--- config.mk ---
export PLATFORM = sky130hd
export DESIGN_NAME = wb_queue
export DESIGN_NICKNAME = d
export VERILOG_FILES = /design/src/rtl/wb_queue_pkg.sv /design/src/rtl/wb_queue_fifo.sv /design/src/rtl/wb_queue.sv
export SDC_FILE = /design/constraint.sdc
export NUM_CORES = 1
export LEC_CHECK = 0
export BUFFER_PORTS_ARGS = -buffer_cell sky130_fd_sc_hd__clkbuf_2
export CORE_AREA = 8 8 131 133
export CTS_CLUSTER_SIZE = 25
export DETAILED_ROUTE_END_ITERATION = 12
export DIE_AREA = 0 0 139 141
export HOLD_SLACK_MARGIN = 0.06
export PLACE_DENSITY_LB_ADDON = 0.3
export SLEW_MARGIN = 20
export SYNTH_ARGS = -nofsm -noshare
export SYNTH_HDL_FRONTEND = slang
export SYNTH_HIERARCHICAL = 1
export SYNTH_SLANG_ARGS = --single-unit
--- constraint.sdc ---
create_clock -name clk -period 2.36 [get_ports clk]
set_input_delay 0.472 -clock clk [delete_from_list [all_inputs] [get_ports clk]]
set_output_delay 0.472 -clock clk [all_outputs]
set_load 0.005 [all_outputs]
--- src/rtl/wb_queue_pkg.sv ---
// Shared widths and constants for the register-file write queue.
package wb_queue_pkg;

  localparam int WBQ_AW   = 5;
  localparam int WBQ_DW   = 32;
  localparam int ZERO_REG = 0;

  typedef enum logic [1:0] {
    SRC_NONE = 2'd0,
    SRC_PIPE = 2'd1,
    SRC_HEAD = 2'd2
  } wr_src_e;

endpackage

--- src/rtl/wb_queue_fifo.sv ---
// Storage for queued long-latency results: pointers, count, valid/live bits and
// per-entry address compares against the hazard queries and the WB destination.
module wb_queue_fifo
  import wb_queue_pkg::*;
#(
  parameter int DEPTH = 4,
  parameter int AW    = WBQ_AW,
  parameter int DW    = WBQ_DW,
  localparam int PW   = $clog2(DEPTH),
  localparam int CW   = PW + 1
) (
  input  logic                       clk,
  input  logic                       rst,
  input  logic                       push,
  input  logic [AW-1:0]              push_addr,
  input  logic [DW-1:0]              push_data,
  input  logic                       pop,
  input  logic [DEPTH-1:0]           kill_vec,
  input  logic [AW-1:0]              raddr1,
  input  logic [AW-1:0]              raddr2,
  input  logic [AW-1:0]              pipe_waddr,
  output logic [CW-1:0]              count,
  output logic [PW-1:0]              rd_ptr,
  output logic [AW-1:0]              head_addr,
  output logic                       head_live,
  output logic [DEPTH-1:0][DW-1:0]   entry_data,
  output logic [DEPTH-1:0]           match1_vec,
  output logic [DEPTH-1:0]           match2_vec,
  output logic [DEPTH-1:0]           matchp_vec
);

  logic [DEPTH-1:0][AW-1:0] addr_q;
  logic [DEPTH-1:0][DW-1:0] data_q;
  logic [DEPTH-1:0]         valid_q;
  logic [DEPTH-1:0]         live_q;
  logic [PW-1:0]            wr_ptr_q;
  logic [PW-1:0]            rd_ptr_q;
  logic [CW-1:0]            count_q;

  // NOTE: sequential state uses non-blocking assignments only, so later
  // assignments in the same block cleanly override earlier ones at the edge.
  always_ff @(posedge clk or posedge rst) begin
    if (rst) begin
      wr_ptr_q <= '0;
      rd_ptr_q <= '0;
      count_q  <= '0;
      valid_q  <= '0;
      live_q   <= '0;
    end else begin
      live_q <= live_q & ~kill_vec;
      if (push) begin
        valid_q[wr_ptr_q] <= 1'b1;
        live_q[wr_ptr_q]  <= 1'b1;
        wr_ptr_q          <= wr_ptr_q + 1'b1;
      end
      if (pop) begin
        valid_q[rd_ptr_q] <= 1'b0;
        rd_ptr_q          <= rd_ptr_q + 1'b1;
      end
      case ({push, pop})
        2'b10:   count_q <= count_q + 1'b1;
        2'b01:   count_q <= count_q - 1'b1;
        default: count_q <= count_q;
      endcase
    end
  end

  // NOTE: payload storage is not reset; valid/live bits gate every use of it.
  always_ff @(posedge clk) begin
    if (push) begin
      addr_q[wr_ptr_q] <= push_addr;
      data_q[wr_ptr_q] <= push_data;
    end
  end

  // NOTE: every combinational output gets a default first so no latch is inferred.
  always_comb begin
    match1_vec = '0;
    match2_vec = '0;
    matchp_vec = '0;
    for (int i = 0; i < DEPTH; i++) begin
      match1_vec[i] = valid_q[i] && live_q[i] && (addr_q[i] == raddr1);
      match2_vec[i] = valid_q[i] && live_q[i] && (addr_q[i] == raddr2);
      matchp_vec[i] = valid_q[i] && live_q[i] && (addr_q[i] == pipe_waddr);
    end
  end

  assign count      = count_q;
  assign rd_ptr     = rd_ptr_q;
  assign head_addr  = addr_q[rd_ptr_q];
  assign head_live  = live_q[rd_ptr_q];
  assign entry_data = data_q;

endmodule

--- src/rtl/wb_queue.sv ---
// Single register-file write port shared by the WB stage and a queued long-latency
// unit, with RAW hazard reporting. Define WBQ_FWD_EN to forward instead of stalling.
module wb_queue
  import wb_queue_pkg::*;
#(
  parameter int DEPTH = 4,
  parameter int AW    = WBQ_AW,
  parameter int DW    = WBQ_DW
) (
  input  logic                    clk,
  input  logic                    rst,
  input  logic                    pipe_we,
  input  logic [AW-1:0]           pipe_waddr,
  input  logic [DW-1:0]           pipe_wdata,
  input  logic                    lat_valid,
  output logic                    lat_ready,
  input  logic [AW-1:0]           lat_waddr,
  input  logic [DW-1:0]           lat_wdata,
  output logic                    rf_we,
  output logic [AW-1:0]           rf_waddr,
  output logic [DW-1:0]           rf_wdata,
  input  logic [AW-1:0]           raddr1,
  input  logic [AW-1:0]           raddr2,
  output logic                    stall_req,
`ifdef WBQ_FWD_EN
  output logic                    fwd_hit1,
  output logic                    fwd_hit2,
  output logic [DW-1:0]           fwd_data1,
  output logic [DW-1:0]           fwd_data2,
`endif
  output logic [$clog2(DEPTH):0]  count
);

  localparam int PW = $clog2(DEPTH);
  localparam int CW = PW + 1;
  localparam logic [AW-1:0] ZERO_ADDR = AW'(ZERO_REG);

  logic                     pipe_eff;
  logic                     push;
  logic                     pop;
  logic [DEPTH-1:0]         kill_vec;
  logic [CW-1:0]            fifo_count;
  logic [PW-1:0]            rd_ptr;
  logic [AW-1:0]            head_addr;
  logic                     head_live;
  logic [DEPTH-1:0][DW-1:0] entry_data;
  logic [DEPTH-1:0]         match1_vec;
  logic [DEPTH-1:0]         match2_vec;
  logic [DEPTH-1:0]         matchp_vec;
  logic                     hit1;
  logic                     hit2;
  wr_src_e                  wr_src;

  assign pipe_eff  = pipe_we && (pipe_waddr != ZERO_ADDR);
  assign lat_ready = (fifo_count != CW'(DEPTH));
  // Results for r0 complete the handshake but are never stored.
  assign push      = lat_valid && lat_ready && (lat_waddr != ZERO_ADDR);
  assign pop       = !pipe_eff && (fifo_count != '0);
  // The WB write is newer than anything queued for the same register.
  assign kill_vec  = pipe_eff ? matchp_vec : '0;

  wb_queue_fifo #(
    .DEPTH (DEPTH),
    .AW    (AW),
    .DW    (DW)
  ) u_fifo (
    .clk        (clk),
    .rst        (rst),
    .push       (push),
    .push_addr  (lat_waddr),
    .push_data  (lat_wdata),
    .pop        (pop),
    .kill_vec   (kill_vec),
    .raddr1     (raddr1),
    .raddr2     (raddr2),
    .pipe_waddr (pipe_waddr),
    .count      (fifo_count),
    .rd_ptr     (rd_ptr),
    .head_addr  (head_addr),
    .head_live  (head_live),
    .entry_data (entry_data),
    .match1_vec (match1_vec),
    .match2_vec (match2_vec),
    .matchp_vec (matchp_vec)
  );

  always_comb begin
    if (pipe_eff)                wr_src = SRC_PIPE;
    else if (fifo_count != '0)   wr_src = SRC_HEAD;
    else                         wr_src = SRC_NONE;
  end

  always_comb begin
    rf_we    = 1'b0;
    rf_waddr = '0;
    rf_wdata = '0;
    case (wr_src)
      SRC_PIPE: begin
        rf_we    = 1'b1;
        rf_waddr = pipe_waddr;
        rf_wdata = pipe_wdata;
      end
      SRC_HEAD: begin
        rf_we    = head_live;
        rf_waddr = head_addr;
        rf_wdata = entry_data[rd_ptr];
      end
      default: ;
    endcase
  end

  // A head draining this cycle still counts: the register file does not bypass.
  assign hit1 = (raddr1 != ZERO_ADDR) && (|match1_vec);
  assign hit2 = (raddr2 != ZERO_ADDR) && (|match2_vec);

`ifdef WBQ_FWD_EN
  // Walk oldest to youngest so the last match seen is the youngest.
  always_comb begin
    logic [PW-1:0] idx;
    fwd_data1 = '0;
    fwd_data2 = '0;
    idx       = '0;
    for (int i = 0; i < DEPTH; i++) begin
      idx = rd_ptr + PW'(i);
      if (match1_vec[idx]) fwd_data1 = entry_data[idx];
      if (match2_vec[idx]) fwd_data2 = entry_data[idx];
    end
  end

  assign fwd_hit1  = hit1;
  assign fwd_hit2  = hit2;
  assign stall_req = 1'b0;
`else
  assign stall_req = hit1 || hit2;
`endif

  assign count = fifo_count;

endmodule

==> results.ini, run 1 <==
[finish]
stdcell_area_um2=9360
multi_input_area_um2=2350
area_growth_pct=27.2
nets=702
drive_gt1_share_pct=43.8
area.sequential_um2=4820
fillers=1123
n_antenna_cell=0
finalNonFillerCells=805

[sta]
min_period_ns=2.43
tightest_slew_ns=0.610
fmax_mhz=412
rsz0062_at_grt=yes
finalHoldViolCount=0
setup_slack_ns=-0.0679
clock_skew_ns=0.00846
report.final.setup_viol=30
finalMaxSlewViolations=0
slew_headroom_pct=59.3
min_period_over_period_pct=103

[yosys]
synth-async-reset-ratio_pct=9.20
avgSynthCellArea_um2=17.0
synthFlopType=edfxtp_1
ys_seq_area_share_pct=65.5
synth_edf_count=148
syn_area_um2=7360
synth_cell_types=33
ys_warn_count=6
syn_inst=432
synth.net_count=530
yosys_register_bits=163

[routing]
drt_pass1_iterations=5
antenna_left=0
wl_per_cell_um=22.0
vias=4464
routed_wl_um=17700
via_per_inst=5.55
route.detailed.drc=0
drt_iter0_drc=314

[grt]
grt_pass1_vias=4831
track_usage_pct=18.1
grt_overflow=0
grt_first_pass_wirelength_um=27000
grt_max_degree=42
antenna_found_initial=1

[cts]
cts.sinks=163
numCtsBuffers=17
clockBufferDepth=2
clk_latency_ns=0.42
root_buffer=clkbuf_16
cts_max_level=4
clkTransAtPathRegs_ns=0.06
cts_tree=yes
ctsHoldBuffers=0

[critical_path]
cp.arrival_ns=1.96
r2r-start=u_fifo/count[1]$_DFFE_PP0P_
r2r_slack_ns=0.20
regToRegEndpoint=u_fifo/count[2]$_DFFE_PP0P_
crit_path_end_kind=output port
worstRegToRegCells=8
critPathRequiredTime_ns=1.89
startpoint_type=register
crit_type=reg -> out
critPathMaxFanout=7

[pwr]
leakage_uw=0.00350
vdd_drop_max_mv=0.723
finalPower_uw=10500
p_per_area_nw_per_um2=1120

[floorplanning]
die_y_um=141
start_util_pct=49.1
core_area_um2=15000
die_w_um=139
boundaryPins=131
core.rowCount=45
die_area_um2=19600

[status]
violations=setup timing
status=finished with violations

[place]
placed_cell_area_um2=8430
routabilityCongestion=0.927
hpwl_um=12100
post-place-cells=744
port_buffers=130

[flow_run]
maxCapViolCount=0

[min_path]
hold_path_class=in -> async

==> kinds of logic after synthesis <==
| group | share of synthesized area, % |
|---|---|
| buf+inv | 3.01 |
| mux | 11.8 |
| fa+ha+maj | 1.80 |
| xor+xnor | 7.74 |
| compound gates | 5.92 |
| flops | 65.5 |
| simple gates | 4.22 |
==> worst max-delay path, cell delays in order (launching register included) <==
cell and delay [ns]:
dfrtp_2 0.39, buf_12 0.13, buf_12 0.14, mux4_2 0.54, a22o_1 0.23, clkbuf_2 0.11
==> cell type report <==
cell class | instances | share of cell area, %
sequential | 163 | 51.6
multi-input combinational | 227 | 25.2
timing repair buffer | 185 | 14.1
clock buffer | 19 | 4.73
tap | 188 | 2.51
clock inverter | 13 | 1.58
inverter | 10 | 0.401
==> cell usage in the layout, fill, tap and decap left out, drive strengths merged, types with 2 or more instances in the layout <==
| master | n |
|---|---|
| xnor2 | 50 |
| inv | 14 |
| nor3 | 12 |
| mux4 | 38 |
| ha | 9 |
| clkbuf | 151 |
| buf | 53 |
| nand2 | 15 |
| or4 | 3 |
| or3 | 2 |
| and2 | 8 |
| nand4 | 12 |
| xor2 | 15 |
| clkinvlp | 3 |
| nor4 | 2 |
| edfxtp | 148 |
| dfrtp | 15 |
| bufinv | 2 |
| nor2 | 4 |
| a21o | 5 |
| a22o | 32 |
| a2bb2oi | 4 |
| o21ai | 8 |
| clkinv | 4 |
==> through the flow <==
step	setup TNS (ns)	utilization (%)	worst slack [ns]	hold slack, ns
finish	-0.604	62.5	-0.0679	0.0997
global route	-3.50	62.5	-0.135	0.138
CTS	-1.59	60.8	-0.0926	0.100
detailed placement	-0.114	56.3	-0.114	0.491
global placement	-0.0767	56.3	-0.0767	0.482
floorplan	0	-	0.0300	0.373
==> state kept, by name, indices dropped and copies added (netlist names) <==
name	cells
u_fifo/entry_data	128
u_fifo/addr_q	20
u_fifo/live_q	4
u_fifo/valid_q	4
u_fifo/count	3
u_fifo/rd_ptr	2
u_fifo/wr_ptr_q	2
==> Yosys cell counts, types with 4 or more instances <==
cell / number / area [µm²]
a22o_1: 32 / 280
inv_1: 10 / 37.5
mux4_2: 38 / 856
dfrtp_1: 15 / 375
xnor2_1: 50 / 438
o21ai_0: 4 / 20.0
nor3_1: 12 / 60.1
ha_1: 9 / 113
xor2_1: 15 / 131
nand2_1: 15 / 56.3
buf_6: 5 / 56.3
edfxtp_1: 148 / 4440
a21o_1: 5 / 37.5
nor2_1: 4 / 15.0
nand4_1: 12 / 75.1
a2bb2oi_1: 4 / 35.0
o21ai_1: 4 / 20.0
and2_1: 8 / 50.1
clkbuf_2: 11 / 55.1
buf_2: 10 / 50.1
==> how the worst max path moves through the flow <==
stage	slack, ns	start	endpoint
floorplan	0.03	u_fifo/count[1]$_DFFE_PP0P_	u_fifo/count[2]$_DFFE_PP0P_
global placement	-0.08	lat_waddr[0]	u_fifo/count[1]$_DFFE_PP0P_
detailed placement	-0.11	lat_waddr[0]	u_fifo/count[1]$_DFFE_PP0P_
CTS	-0.09	u_fifo/rd_ptr[0]$_DFFE_PP0P_	rf_wdata[22]
global route	-0.13	u_fifo/rd_ptr[0]$_DFFE_PP0P_	rf_wdata[30]
finish	-0.07	u_fifo/rd_ptr[0]$_DFFE_PP0P_	rf_wdata[30]
==> per-layer routing <==
layer | wire length [µm] | up-vias | GRT usage, % | part of all wire (%)
met1 | 7380 | 2224 | 22.0 | 42
li1 | - | 2032 | - | -
met4 | 176 | 2 | 5.95 | 0.99
met5 | 13 | - | 0 | 0.073
met2 | 8930 | 187 | 30.5 | 50
met3 | 1200 | 19 | 5.44 | 6.8
==> where the power goes <==
| group | leakage, µW | switching (µW) | internal, µW |
|---|---|---|---|
| sequential | 0.00152 | 294 | 3830 |
| clock | 0.000282 | 1100 | 1600 |
| combinational | 0.00170 | 1700 | 1960 |
==> what timing repair did <==
item                       CTS  global route
setup endpoints to repair   35            39
cloned                       0             4
gates resized for setup      5             6
pin swaps                    4            12
setup buffers                7            18
Power figures use the tool's default switching activity.
==> run 2: changes to the inputs <==
PLACE_DENSITY_LB_ADDON = 0.1   (was 0.3)
==> results.ini, run 2 (same netlist as run 1, synthesis figures left out) <==
[cts]
clockBufferDepth=2  ; unchanged
clkTransAtPathRegs_ns=0.07  ; about the same
ctsHoldBuffers=0  ; unchanged
cts_tree=yes
numCtsBuffers=17  ; unchanged
clk_latency_ns=0.42  ; about the same
cts.sinks=163  ; unchanged
root_buffer=clkbuf_16
cts_max_level=4  ; unchanged

[status]
violations=setup timing
status=finished with violations

[finish]
area_growth_pct=28.9
nets=710  ; +1.1%
stdcell_area_um2=9480  ; +1.3%
finalNonFillerCells=813  ; +0.99%
final_cell_mix=148 x edfxtp_1, 124 x clkbuf_2, 47 x xnor2_1
drive_gt1_share_pct=45.8  ; +2.0 points
largest_reg_flops=128  ; unchanged
n_antenna_cell=0  ; unchanged
fillers=1119  ; -0.36%
final_common_cell=edfxtp_1

[critical_path]
max_stage_delay_ns=0.50  ; -0.04 ns
cp.arrival_ns=1.95  ; about the same
cp_cell_sequence=buf_6 > clkbuf_16 > mux4_2 > nand2_1 > o21ai_1 > clkbuf_2
crit_path_end_kind=output port
cp.buffers_inverters=3  ; unchanged
startpoint_type=register
crit_family=multiplexers
cp_slowest_cell=mux4_2
crit_type=reg -> out
critPathMaxFanout=6  ; -1
critPathRequiredTime_ns=1.89  ; about the same

[routing]
drt_pass1_iterations=4  ; -1
antenna_left=0  ; unchanged
drt_iter0_drc=283  ; -9.9%
wl_per_cell_um=22.0  ; about the same
via_per_inst=5.53  ; -0.34%
routed_wl_um=17900  ; +1.0%
route.detailed.drc=0  ; unchanged
vias=4493  ; +0.65%

[sta]
finalHoldViolCount=0  ; unchanged
slew_headroom_pct=59.4  ; +0.14 points
setup_tns_ns=-1.40  ; -0.796 ns
report.final.setup_viol=37  ; +23%
tightest_slew_ns=0.608  ; -0.00204 ns
fmax_mhz=412  ; about the same
whs_ns=0.0940  ; -0.00570 ns
min_period_over_period_pct=103  ; about the same
finalMaxSlewViolations=0  ; unchanged
clock_skew_ns=0.0114  ; +0.00298 ns
rsz0062_at_grt=yes
min_period_ns=2.43  ; -0.00205 ns
setup_slack_ns=-0.0658  ; +0.00205 ns

[grt]
grt_overflow=0  ; unchanged
grt_pass1_vias=4914  ; +1.7%
gr-usage-met3_pct=4.42  ; -1.0 points
track_usage_pct=18.3  ; +0.15 points
grt.busiest_layer=met2
grt_first_pass_wirelength_um=27200  ; +0.79%
globalRouteMet1Util_pct=21.5  ; -0.51 points
grt_max_degree=29  ; -31%
grt_use_met2_pct=31.4  ; +0.93 points
antenna_found_initial=1  ; unchanged

[place]
hpwl_um=11400  ; -5.3%
port_buffers=130  ; unchanged
routabilityCongestion=0.874  ; -5.7%
placed_cell_area_um2=8440  ; about the same
post-place-cells=745  ; +0.13%

[pwr]
p_per_area_nw_per_um2=1090  ; -2.7%
leakage_uw=0.00357  ; +2.1%
vdd_drop_max_mv=0.620  ; -14%

[min_path]
hold_path_class=in -> async

[floorplanning]
die_y_um=141  ; unchanged
start_util_pct=49.1  ; unchanged
die_area_um2=19600  ; unchanged
die_w_um=139  ; unchanged
core.rowCount=45  ; unchanged
boundaryPins=131  ; unchanged
core_area_um2=15000  ; unchanged

[flow_run]
maxCapViolCount=0  ; unchanged

-- run 2: area by class of cell --
class,instances,area (µm²),share of cell area [%]
multi-input combinational,227,2400,25.3
inverter,10,37.5,0.396
sequential,163,4820,50.9
clock buffer,17,425,4.49
timing repair buffer,193,1420,15.0
tap,188,235,2.48
clock inverter,15,141,1.49
-- run 2: power breakdown --
| part | internal (µW) | switching [µW] |
|---|---|---|
| combinational | 1940 | 1710 |
| clock | 1390 | 1190 |
| sequential | 3820 | 278 |
| total | 7160 | 3180 |
-- run 2: per-stage QoR --
| stage | util, % | setup WS (ns) | power [µW] |
|---|---|---|---|
| floorplan | - | 0.0300 | 6140 |
| global placement | 56.3 | -0.108 | 7320 |
| detailed placement | 56.3 | -0.149 | 7360 |
| CTS | 61.5 | -0.128 | 10300 |
| global route | 63.3 | -0.126 | 10900 |
| finish | 63.3 | -0.0658 | 10300 |
-- run 2: worst register-to-register path, stage by stage (launching register included) --
cell and delay (ns):
dfrtp_2 0.41, or3_4 0.37, and3_4 0.24, ha_2 0.21
fa_1 0.37, xnor2_1 0.14, nor2_1 0.11, xor2_1 0.17
-- run 2: what timing repair did --
item | CTS | global route
endpoints found under the setup margin | 39 | 39
buffers inserted | 15 | 15
pin swaps | 0 | 20
gates cloned | 3 | 4
resized for setup | 6 | 21
-- run 2: path summary, 6_finish.rpt --
kind,start,end,slack (ns),depth (start not counted)
worst max-delay path,u_fifo/rd_ptr[0]$_DFFE_PP0P_,rf_waddr[2],-0.07,6
worst min-delay path,rst,u_fifo/valid_q[3]$_DFF_PP0_,0.09,2
worst max register to register,u_fifo/count[0]$_DFFE_PP0P_,u_fifo/count[2]$_DFFE_PP0P_,0.26,7
worst min register to register,u_fifo/live_q[2]$_DFF_PP0_,u_fifo/live_q[2]$_DFF_PP0_,0.51,1
max in group asynchronous,rst,u_fifo/rd_ptr[1]$_DFFE_PP0P_,1.83,2
min in group clk,lat_wdata[24],u_fifo/entry_data[24]$_DFFE_PP_,0.27,1
-- run 2: per-layer routing --
metal / wire length (µm) / vias up
met4: 454 / 2
met1: 7200 / 2245
met3: 1020 / 31
met5: 12 / -
met2: 9200 / 151
li1: - / 2064
==> run 3: changes to the inputs <==
GPL_TIMING_DRIVEN = 0   (was default)
==> results.ini, run 3 (same netlist as run 1, synthesis figures left out) <==
[pwr]
finalPower_uw=10200  ; -1.1%
netSwitchingPower_uw=3050  ; -4.1%
power_frac_seq_pct=40.1  ; +0.4 points
leakage_uw=0.00355  ; -0.70%
p_per_area_nw_per_um2=1090  ; -0.30%
vdd_drop_max_mv=0.609  ; -1.7%
power_frac_comb_pct=34.1  ; -1.2 points
p_int_uw=7180  ; +0.28%
power_frac_clock_pct=25.8  ; +0.8 points
swShare_pct=29.8  ; -0.95 points

[critical_path]
critPathMaxFanout=10  ; +4
startpoint=pipe_waddr[0]
r2r_slack_ns=0.03  ; -0.23 ns
regToRegEndpoint=u_fifo/count[2]$_DFFE_PP0P_
r2r-start=u_fifo/count[0]$_DFFE_PP0P_
critPathRequiredTime_ns=1.89  ; about the same
cp.arrival_ns=1.99  ; +0.04 ns
startpoint_type=input pin
crit_type=in -> out
crit_path_end_kind=output port
worstRegToRegCells=9  ; +2
cp-endpoint=rf_wdata[0]

[routing]
top_layer=met4
wl_met1_um=7430  ; +3.2%
dr_wl_met3_um=1090  ; +7.3%
drt_pass1_iterations=4  ; unchanged
drt_iter0_drc=352  ; +24%
routed_wl_um=18000  ; +0.70%
wl_per_cell_um=22.1  ; +0.33%
route.detailed.drc=0  ; unchanged
wl_met2_um=9230  ; +0.33%
antenna_left=0  ; unchanged
via_per_inst=5.62  ; +1.8%
vias=4589  ; +2.1%

[place]
port_buffers=129  ; -0.77%
placed_cell_area_um2=8250  ; -2.2%
hpwl_um=11600  ; +1.3%
routabilityCongestion=0.831  ; -4.9%
post-place-ws_ns=-0.303  ; -0.154 ns

[cts]
clk_latency_ns=0.41  ; about the same
cts_max_level=4  ; unchanged
clkTransAtPathRegs_ns=0.06  ; about the same
root_buffer=clkbuf_16
numCtsBuffers=17  ; unchanged
cts.sinks=163  ; unchanged
clockBufferDepth=2  ; unchanged
cts_tree=yes

[sta]
min_period_ns=2.46  ; +0.0365 ns
min_period_over_period_pct=104  ; +1.5 points
clock_skew_ns=0.00525  ; -0.00619 ns
finalHoldViolCount=0  ; unchanged
report.final.setup_viol=33  ; -11%
setup_slack_ns=-0.102  ; -0.0365 ns
setup_tns_ns=-1.72  ; -0.323 ns
fmax_mhz=406  ; -1.5%
tightest_slew_ns=0.663  ; +0.0547 ns
rsz0062_at_grt=yes
slew_headroom_pct=55.8  ; -3.6 points
finalMaxSlewViolations=0  ; unchanged

[grt]
grt_first_pass_wirelength_um=27000  ; -0.76%
antenna_found_initial=0  ; -1
grt_overflow=0  ; unchanged
track_usage_pct=18.2  ; -0.097 points
grt_pass1_vias=4966  ; +1.1%
grt_max_degree=40  ; +38%

[min_path]
hold_path_class=in -> async

[floorplanning]
die_w_um=139  ; unchanged
die_area_um2=19600  ; unchanged
die_y_um=141  ; unchanged
boundaryPins=131  ; unchanged
start_util_pct=49.1  ; unchanged
core.rowCount=45  ; unchanged
core_area_um2=15000  ; unchanged

[finish]
final_cell_mix=148 x edfxtp_1, 136 x clkbuf_2, 47 x xnor2_1
stdcell_area_um2=9400  ; -0.79%
n_antenna_cell=0  ; unchanged
final_common_cell=edfxtp_1
drive_gt1_share_pct=45.9  ; +0.10 points
largest_reg_flops=128  ; unchanged
area_growth_pct=27.8
nets=714  ; +0.56%
fillers=1146  ; +2.4%

[status]
status=finished with violations
violations=setup timing

[flow_run]
maxCapViolCount=0  ; unchanged

## run 3: cell types whose count changed in the layout (fill, tap and decap cells not counted), sizes merged
cell      before  now
buf           65   54
clkinvlp       0    1
and3           1    2
clkbuf       145  160
bufinv         0    2
inv           17   12
## run 3: power by group through the flow
stage	combinational (µW)	sequential (µW)	clock [µW]
4_1_cts	3360	4110	2680
6_report	3490	4100	2640
5_1_grt	3780	4150	2810
3_5_place_dp	2950	4210	0
3_3_place_gp	2910	4200	0
2_1_floorplan	2030	4100	0
## run 3: worst min path at each step
stage / from / end / slack (ns)
5_1_grt: rst / u_fifo/count[1]$_DFFE_PP0P_ / 0.13
3_5_place_dp: u_fifo/live_q[2]$_DFF_PP0_ / u_fifo/live_q[2]$_DFF_PP0_ / 0.50
4_1_cts: rst / u_fifo/count[1]$_DFFE_PP0P_ / 0.1
6_report: rst / u_fifo/count[1]$_DFFE_PP0P_ / 0.10
2_1_floorplan: rst / u_fifo/count[0]$_DFFE_PP0P_ / 0.37
3_3_place_gp: u_fifo/live_q[3]$_DFF_PP0_ / u_fifo/live_q[3]$_DFF_PP0_ / 0.48
## run 3: critical path, cell delays in order
cell and delay, ns:
buf_12 0.11, or3_4 0.38, o31a_1 0.40, buf_4 0.23
a22o_1 0.27, clkbuf_2 0.12
## run 3: metal layers
| metal | vias up | track usage, % |
|---|---|---|
| met2 | 157 | 31.5 |
| met1 | 2348 | 21.5 |
| met4 | 0 | 6.12 |
| met3 | 19 | 5.10 |
| li1 | 2065 | - |
| met5 | - | 0 |
## run 3: final cells by class
class | instances | area [µm²] | area share, %
Buffer | 29 | 250 | 2.66
Timing Repair Buffer | 167 | 1040 | 11.0
Clock buffer | 18 | 429 | 4.56
Clock inverter | 13 | 136 | 1.45
Multi-Input combinational cell | 228 | 2460 | 26.1
Sequential cell | 163 | 4820 | 51.3
Tap cell | 188 | 235 | 2.50
Inverter | 10 | 37.5 | 0.399
## run 3: repair_timing
action,in CTS,in global routing
cloned,2,3
hold buffers,0,0
gates resized for setup,43,29
pin swaps,12,21
setup buffers,20,16
setup endpoints to repair,41,39
## run 3: through the flow
step           utilization (%)  instances  hold WS, ns
2_1_floorplan                -        432        0.373
3_3_place_gp              55.0        749        0.480
3_5_place_dp              55.1        749        0.501
4_1_cts                   61.2        801       0.0962
5_1_grt                   62.8        816        0.129
6_report                  62.8        816        0.100
